File: src/rtl/pmod_dac_arbiter_if.sv
// Bundle between the on-chip requesters, the arbiter and the pmod_dac_block pins.
// The slave modport is the arbiter's view; the master modport is the environment's.
interface pmod_dac_arbiter_if #(
  parameter int unsigned NUM_REQ    = 4,
  parameter int unsigned RESOLUTION = 16
);
  localparam int unsigned IDW = $clog2(NUM_REQ);

  logic [NUM_REQ-1:0]            req;
  logic [NUM_REQ*RESOLUTION-1:0] req_data;
  logic [NUM_REQ-1:0]            ack;
  logic [IDW-1:0]                grant_id;
  logic                          busy;
  logic                          timeout_err;
  logic                          err_clr;
  logic [RESOLUTION-1:0]         dac_din;
  logic                          dac_load;
  logic                          dac_start;
  logic                          dac_cs_n;
  logic                          dac_ldac_n;

  modport master (
    output req, req_data, err_clr, dac_cs_n, dac_ldac_n,
    input  ack, grant_id, busy, timeout_err, dac_din, dac_load, dac_start
  );

  modport slave (
    input  req, req_data, err_clr, dac_cs_n, dac_ldac_n,
    output ack, grant_id, busy, timeout_err, dac_din, dac_load, dac_start
  );
endinterface

File: src/rtl/pmod_dac_arbiter.sv
// Round-robin arbiter that shares one pmod_dac_block among NUM_REQ requesters,
// sequencing load/start and detecting completion from the DAC's cs_n/ldac_n pins.
module pmod_dac_arbiter #(
  parameter int unsigned NUM_REQ    = 4,
  parameter int unsigned RESOLUTION = 16,
  parameter int unsigned TIMEOUT    = 4096
) (
  input  logic                   clk,
  input  logic                   rst_n,
  pmod_dac_arbiter_if.slave      bus
);
  localparam int unsigned IDW = $clog2(NUM_REQ);
  localparam int unsigned CW  = $clog2(TIMEOUT);

  typedef enum logic [2:0] {
    S_IDLE, S_LOAD, S_START, S_WAIT_LDAC, S_WAIT_DONE, S_ACK
  } state_e;

  state_e                state_q, state_d;
  logic [IDW-1:0]        ptr_q, ptr_d;
  logic [IDW-1:0]        grant_q, grant_d;
  logic [CW-1:0]         cnt_q, cnt_d;
  logic [NUM_REQ-1:0]    ack_q, ack_d;
  logic                  busy_q, busy_d;
  logic                  err_q, err_d;
  logic [RESOLUTION-1:0] din_q, din_d;
  logic                  load_q, load_d;
  logic                  start_q, start_d;
  logic [1:0]            cs_sync_q, ldac_sync_q;

  logic                  cs_s, ldac_s;
  logic                  win_found;
  logic [IDW-1:0]        win_idx;
  logic [IDW-1:0]        cand;
  logic [RESOLUTION-1:0] words [NUM_REQ];

  assign cs_s   = cs_sync_q[1];
  assign ldac_s = ldac_sync_q[1];

  for (genvar g = 0; g < NUM_REQ; g++) begin : g_words
    assign words[g] = bus.req_data[g*RESOLUTION +: RESOLUTION];
  end

  // First set request after the pointer, wrapping around.
  always_comb begin
    win_found = 1'b0;
    win_idx   = '0;
    cand      = '0;
    for (int unsigned k = 1; k <= NUM_REQ; k++) begin
      cand = IDW'((32'(ptr_q) + k) % NUM_REQ);
      if (!win_found && bus.req[cand]) begin
        win_found = 1'b1;
        win_idx   = cand;
      end
    end
  end

  always_comb begin
    state_d = state_q;
    ptr_d   = ptr_q;
    grant_d = grant_q;
    cnt_d   = cnt_q;
    din_d   = din_q;
    err_d   = err_q & ~bus.err_clr;

    unique case (state_q)
      S_IDLE: begin
        if (win_found) begin
          grant_d = win_idx;
          din_d   = words[win_idx];
          state_d = S_LOAD;
        end
      end
      S_LOAD: begin
        cnt_d   = '0;
        state_d = S_START;
      end
      S_START, S_WAIT_LDAC, S_WAIT_DONE: begin
        cnt_d = cnt_q + CW'(1);
        // Stalled DAC: abandon the transfer, requester goes to the back of the queue.
        if (cnt_q == CW'(TIMEOUT - 2)) begin
          state_d = S_IDLE;
          ptr_d   = grant_q;
          err_d   = 1'b1;
        end else begin
          case (state_q)
            S_START:     if (!cs_s)   state_d = S_WAIT_LDAC;
            S_WAIT_LDAC: if (!ldac_s) state_d = S_WAIT_DONE;
            default:     if (ldac_s)  state_d = S_ACK;
          endcase
        end
      end
      S_ACK: begin
        ptr_d   = grant_q;
        state_d = S_IDLE;
      end
      default: state_d = S_IDLE;
    endcase

    load_d  = (state_d == S_LOAD);
    start_d = (state_d == S_START);
    busy_d  = (state_d != S_IDLE);
    ack_d   = (state_d == S_ACK) ? (NUM_REQ'(1) << grant_d) : '0;
  end

  always_ff @(posedge clk) begin
    if (!rst_n) begin
      state_q     <= S_IDLE;
      ptr_q       <= IDW'(NUM_REQ - 1);
      grant_q     <= '0;
      cnt_q       <= '0;
      ack_q       <= '0;
      busy_q      <= 1'b0;
      err_q       <= 1'b0;
      din_q       <= '0;
      load_q      <= 1'b0;
      start_q     <= 1'b0;
      cs_sync_q   <= '1;
      ldac_sync_q <= '1;
    end else begin
      state_q     <= state_d;
      ptr_q       <= ptr_d;
      grant_q     <= grant_d;
      cnt_q       <= cnt_d;
      ack_q       <= ack_d;
      busy_q      <= busy_d;
      err_q       <= err_d;
      din_q       <= din_d;
      load_q      <= load_d;
      start_q     <= start_d;
      cs_sync_q   <= {cs_sync_q[0], bus.dac_cs_n};
      ldac_sync_q <= {ldac_sync_q[0], bus.dac_ldac_n};
    end
  end

  assign bus.ack         = ack_q;
  assign bus.grant_id    = grant_q;
  assign bus.busy        = busy_q;
  assign bus.timeout_err = err_q;
  assign bus.dac_din     = din_q;
  assign bus.dac_load    = load_q;
  assign bus.dac_start   = start_q;
endmodule

File: src/flat_wrapper.sv
// flat-port wrapper written by rule: the top's interface ports become plain ports
module pmod_dac_arbiter_flat 
#(
  parameter int unsigned NUM_REQ    = 4,
  parameter int unsigned RESOLUTION = 16,
  parameter int unsigned TIMEOUT    = 4096
)
  (clk, rst_n, bus_req, bus_req_data, bus_err_clr, bus_dac_cs_n, bus_dac_ldac_n, bus_ack, bus_grant_id, bus_busy, bus_timeout_err, bus_dac_din, bus_dac_load, bus_dac_start);
  pmod_dac_arbiter_if #(.NUM_REQ(NUM_REQ), .RESOLUTION(RESOLUTION)) bus_i ();
  input  logic clk;
  input  logic rst_n;
  input wire logic [$bits(bus_i.req)-1:0] bus_req;
  input wire logic [$bits(bus_i.req_data)-1:0] bus_req_data;
  input wire logic [$bits(bus_i.err_clr)-1:0] bus_err_clr;
  input wire logic [$bits(bus_i.dac_cs_n)-1:0] bus_dac_cs_n;
  input wire logic [$bits(bus_i.dac_ldac_n)-1:0] bus_dac_ldac_n;
  output wire logic [$bits(bus_i.ack)-1:0] bus_ack;
  output wire logic [$bits(bus_i.grant_id)-1:0] bus_grant_id;
  output wire logic [$bits(bus_i.busy)-1:0] bus_busy;
  output wire logic [$bits(bus_i.timeout_err)-1:0] bus_timeout_err;
  output wire logic [$bits(bus_i.dac_din)-1:0] bus_dac_din;
  output wire logic [$bits(bus_i.dac_load)-1:0] bus_dac_load;
  output wire logic [$bits(bus_i.dac_start)-1:0] bus_dac_start;
  assign bus_i.req = bus_req;
  assign bus_i.req_data = bus_req_data;
  assign bus_i.err_clr = bus_err_clr;
  assign bus_i.dac_cs_n = bus_dac_cs_n;
  assign bus_i.dac_ldac_n = bus_dac_ldac_n;
  assign bus_ack = bus_i.ack;
  assign bus_grant_id = bus_i.grant_id;
  assign bus_busy = bus_i.busy;
  assign bus_timeout_err = bus_i.timeout_err;
  assign bus_dac_din = bus_i.dac_din;
  assign bus_dac_load = bus_i.dac_load;
  assign bus_dac_start = bus_i.dac_start;
  pmod_dac_arbiter #(.NUM_REQ(NUM_REQ), .RESOLUTION(RESOLUTION), .TIMEOUT(TIMEOUT)) u_core (.clk(clk), .rst_n(rst_n), .bus(bus_i));
endmodule
File: config.mk
export PLATFORM = sky130hd
export DESIGN_NAME = pmod_dac_arbiter_flat
export DESIGN_NICKNAME = d
export VERILOG_FILES = /design/src/rtl/pmod_dac_arbiter_if.sv /design/src/rtl/pmod_dac_arbiter.sv /design/src/flat_wrapper.sv
export SDC_FILE = /design/constraint.sdc
export NUM_CORES = 1
export LEC_CHECK = 0
export BUFFER_PORTS_ARGS = -buffer_cell sky130_fd_sc_hd__buf_4
export CORE_UTILIZATION = 53
export DETAILED_ROUTE_END_ITERATION = 6
export PLACE_DENSITY = 0.86
export REMOVE_ABC_BUFFERS = 1
export SLEW_MARGIN = 20
export SYNTH_ARGS = -nofsm -noshare
export SYNTH_HDL_FRONTEND = slang
export SYNTH_SLANG_ARGS = --single-unit
File: constraint.sdc
create_clock -name clk -period 5.1 [get_ports clk]
set_input_delay 1.02 -clock clk [delete_from_list [all_inputs] [get_ports clk]]
set_output_delay 1.02 -clock clk [all_outputs]
set_load 0.02 [all_outputs]
### Word-level counts from Yosys, hierarchy flattened

Cells that the tools add are included.
W data, S select, Z words.

* eq/ne operators: 10
* mux-type cells: 33
* shift-type cells: 1
* $add $sub $neg: 5
* reduce and logical (&&, ||, !) cells: 14
* bitwise logic cells: 3
* $lt $le $gt $ge: 5

Operators by type and width (number)
* $bmux W16 S2: 1
* $mux W16: 2
* $pmux W12 S2: 1
* $mux W3: 5
* $mux W2: 7
* $add A12 B1 Y12 const B: 1
* $eq A12 B12 Y1 const B: 1
* $lt A2 B3 Y1 const B: 4
* $mux W1: 10
* $eq A3 B2 Y1 const B: 3
* $eq A3 B3 Y1 const B: 3
* $pmux W3 S3: 1
* $bmux W1 S2: 4
* $eq A3 B1 Y1 const B: 2
* $pmux W3 S2: 1
* $reduce_and A2 Y1: 3
* $add A2 B1 Y2 const B: 2
* $add A2 B2 Y2 const B: 2
* $pmux W2 S2: 1
* $reduce_bool A2 Y1: 2
* $shl A1 B2 Y4 const A: 1
* $ge A3 B3 Y1 const B: 1
* $logic_and A1 B1 Y1: 3
* $logic_not A1 Y1: 3
* 7 further kinds: 7

* register bits: 47
* logic and storage cells: 83
* input port bits: 73

### Logic depth before layout (Yosys ltp)

* depth in word-level cells: 17
* depth in mapped cells: 7
* mapped depth without buffers: 6

### Least setup slack after synthesis

Ideal clock, no wire load.

* path kind: input to register
* start: input port bus_req[2]
* end: register u_core.din_q[10] (netlist: u_core.bus.dac_din[10])
* arrival time: 2182 ps
* stages: 5
* path slack: 2790 ps
* data required time: 4972 ps
* cells stage by stage: or4_4 -> and3_1 -> nand3_2 -> buf_6 -> o221ai_2

* word-level cells in the longest chain between the ends: 16
* elaborated cells between the ends (all ways): 27
* those cells by class: mux (19); bitwise (1); reduce/logical (7)

Ends and longest elaborated chain
* start, declared: line flat_wrapper.sv:12 `input wire logic [$bits(bus_i.req)-1:0] bus_req;`
* $bmux W1 S2: line pmod_dac_arbiter.sv:51 `if (!win_found && bus.req[cand]) begin`
* $mux W1 (implied by the code): line pmod_dac_arbiter.sv:51
* $mux W1: line pmod_dac_arbiter.sv:51
* $logic_not A1 Y1: line pmod_dac_arbiter.sv:51
* $logic_and A1 B1 Y1: line pmod_dac_arbiter.sv:51
* $mux W1: line pmod_dac_arbiter.sv:51
* $logic_not A1 Y1: line pmod_dac_arbiter.sv:51
* $logic_and A1 B1 Y1: line pmod_dac_arbiter.sv:51
* $mux W1: line pmod_dac_arbiter.sv:51
* $logic_not A1 Y1: line pmod_dac_arbiter.sv:51
* $logic_and A1 B1 Y1: line pmod_dac_arbiter.sv:51
* $mux W2: line pmod_dac_arbiter.sv:51
* $not A2 Y3 (implied by the code): line pmod_dac_arbiter.sv:70 `din_d = words[win_idx];`
* $bmux W16 S2: line pmod_dac_arbiter.sv:70
* $mux W16 (implied by the code) (2 in a row): line pmod_dac_arbiter.sv:70
* end signal, assigned: line pmod_dac_arbiter.sv:128 `din_q <= din_d;`
* end, declared: line pmod_dac_arbiter.sv:26 `logic [RESOLUTION-1:0] din_q, din_d;`

Parallel ways exist; a longest one is shown, timed or not. The select of a mux whose other input is x is not followed.
A chain may end at the register's enable or synchronous reset.

### Final worst setup path

* start: input port bus_req[0]
* end: register u_core.din_q[5] (netlist: u_core.bus.dac_din[5])

Same word-level chain as after synthesis.

==> impl_metrics.py <==
metrics = {
    "flow_run": {
        "maxCapViolCount": 0,
    },
    "routing": {
        "vias": 2548,
        "wl_per_cell_um": 16.0,
        "vias_per_cell": 5.95,
        "detail_route.iter0.violations": 334,
        "first_pass_iters": 5,
        "ant_nets": 0,
        "drt-total-wl_um": 6870,
        "drc_errors": 0,
    },
    "setup_path": {
        "critPathLaunch": "bus_req[0]",
        "r2r_start": "u_core.ptr_q[1]$_SDFFE_PN1P_",
        "crit_fanout": 26,
        "critical_path_class": "primary input to flop",
        "critPathRequiredTime_ps": 5270,
        "arrival_ps": 2620,
        "end_kind": "flop",
        "cp-start-kind": "primary input",
    },
    "finish": {
        "post-route-util_pct": 73.0,
        "nNetsFinal": 435,
        "drive_gt1_share_pct": 37.1,
        "num-fill-cells": 340,
        "syn_to_final_growth_pct": 33.2,
        "fin_area_um2": 3450,
        "antenna_cells": 0,
    },
    "logic_synthesis": {
        "yosys.area_share.simple_pct": 19.6,
        "synthMuxAreaShare_pct": 13.6,
        "synth-xor-area-share_pct": 0,
        "synth_top_cell_by_area": "dfxtp_1",
        "syn_area_per_cell_um2": 9.65,
        "synth_area_leaders": "dfxtp_1, mux2i_1, o221ai_2",
        "synth.ff_latch_count": 47,
        "synth_warnings": 0,
        "synth_compound_area_share_pct": 25.3,
        "synth_cell_types": 62,
        "syn_inst": 268,
        "synth_top_family_by_area": "compound AO/OA/AOI/OAI gates",
        "syn-cell-area_um2": 2590,
        "synthArstFlopShare_pct": 0,
        "synth_fa_ha_area_share_pct": 0.967,
        "synthTopCellsByCount": "dfxtp_1, mux2i_1, nand2_1",
        "yosysSeqAreaShare_pct": 36.4,
        "yosysMostFrequentCell": "dfxtp_1",
        "synth_top_area_share_pct": 36.4,
        "synthFlopType": "dfxtp_1",
        "synth_edf_count": 0,
    },
    "hold_path": {
        "hold_class": "flop to flop",
        "hold_path.startpoint": "u_core.cs_sync_q[0]$_SDFF_PN1_",
    },
    "timing": {
        "fin_tns_setup_ps": 0,
        "hold_violations": 0,
        "slew_headroom_pct": 46.0,
        "drv_slew": 0,
        "max_freq_ghz": 0.409,
        "finalSetupViolCount": 0,
        "tightestPinTransition_ps": 810,
        "hold-worst-slack_ps": 428,
        "finalClockSkew_ps": 10.4,
        "finalCritPeriodShare_pct": 47.9,
        "period_needed_ps": 2440,
        "rsz0062_at_grt": "false",
    },
    "floorplanning": {
        "num_rows": 25,
        "dieArea_um2": 5170,
        "ios": 99,
        "core_area_um2": 4720,
        "die_h_um": 71.9,
        "die_w_um": 71.9,
        "start_util_pct": 54.8,
    },
    "clock_network": {
        "clkTransAtPathRegs_ps": 80,
        "clockBufferDepth": 2,
        "cts_sinks": 47,
        "ctsResizeCount": 0,
        "cts-root-buf": "clkbuf_8",
        "cts_buffers": 5,
        "cts_hold_buf": 0,
        "cts_tree": "yes",
        "cts_setup_buffers": 0,
        "htreeDepth": 2,
        "clkLatencyLatePin_ps": 300,
    },
    "power_and_ir_drop": {
        "peakVddDrop_mv": 0.166,
        "power_density_nw_per_um2": 358,
        "power.leakage_nw": 1.38,
    },
    "place": {
        "io_buffers": 98,
        "dpl_cell_area_um2": 3330,
        "dp_hpwl_um": 5230,
        "globalplace.congestion": 0.841,
    },
    "run_status": {
        "outcome": "finished clean",
    },
    "grt": {
        "grt_pass1_wl_um": 10900,
        "grt_use_total_pct": 26.8,
        "grt-ovfl-total": 0,
        "grt_max_degree": 27,
        "grt_pass1_vias": 2420,
        "antenna_found_initial": 0,
    },
}
[routing by layer]
metal  GRT usage [%]  part of all wire (%)  vias up
met4            9.37                   1.7        0
met1            32.4                    41     1206
li1                -                     -     1214
met5               0                     0        -
met3            5.77                   6.2       14
met2            47.1                    51      114
[per-stage QoR]
stage / total power [mW] / setup WS (ps) / std cells
after global routing: 1.29 / 2580 / 428
after floorplan: 0.777 / 2480 / 254
final: 1.23 / 2660 / 428
after CTS: 1.23 / 2680 / 428
after global placement: 0.944 / 2380 / 420
after detailed placement: 0.959 / 2350 / 420
[worst max-delay path, cell delays in order]
cell	delay, ps
buf_4	120
a21o_1	200
a31oi_4	340
buf_4	460
mux2i_1	320
o221ai_2	130
[cell families after synthesis]
group                      count (synthesis)
adders and majority gates                  2
muxes                                     35
AOI/OAI and AO/OA                         76
DFF                                       47
and+or+nand+nor                           87
buffers and inverters                     21
[cell usage in the layout, fill, tap and decap left out, types with 2 or more instances in the layout]
cell type / n
and2b_1: 2
nor3_1: 3
inv_1: 5
nand3b_1: 2
a2111oi_0: 2
nor2b_1: 3
ha_1: 2
dfxtp_1: 47
o221ai_2: 11
nand4_1: 5
inv_2: 2
a31oi_1: 3
a211oi_1: 6
or3_1: 4
nand2_1: 23
nand2b_1: 11
buf_4: 99
o221ai_1: 7
o21ai_1: 5
o21a_1: 2
a2bb2oi_1: 2
clkbuf_8: 5
mux2i_1: 34
a21boi_1: 2
nand3_1: 4
and4_1: 2
a41oi_1: 2
o21ai_0: 6
o2111ai_1: 2
a21oi_1: 10
a221oi_1: 3
nor2_1: 15
[state kept, by name, indices dropped and copies added (netlist names), 2 cells and up]
signal               count
u_core.cnt_q            12
u_core.ldac_sync_q       2
u_core.ptr_q             2
u_core.state_q           3
u_core.bus.grant_id      2
u_core.bus.ack           4
u_core.cs_sync_q         2
u_core.bus.dac_din      16
[cell type report]
class	instances	area [µm²]	share of cell area (%)
clock buffers	5	68.8	2.00
clock inverters	3	43.8	1.27
inverters	7	26.3	0.763
multi-input cells	200	1540	44.7
flip-flops and latches	47	941	27.3
well taps	67	83.8	2.43
repair buffers	99	743	21.6
[where the power goes]
group | total (mW) | switching (mW) | internal (mW) | leakage [nW]
Clock | 0.275 | 0.129 | 0.146 | 0.0581
Combinational | 0.472 | 0.260 | 0.212 | 0.934
Sequential | 0.488 | 0.0625 | 0.425 | 0.385
[worst paths after layout]
path,end,slack [ps],depth (start not counted)
setup / recovery,u_core.bus.dac_din[5]$_SDFFE_PN0P_,2660,6
hold / removal,u_core.cs_sync_q[1]$_SDFF_PN1_,430,1
setup reg to reg,u_core.bus.dac_din[5]$_SDFFE_PN0P_,3000,5
hold reg to reg,u_core.cs_sync_q[1]$_SDFF_PN1_,430,1
(Power assumes the default switching activity.)
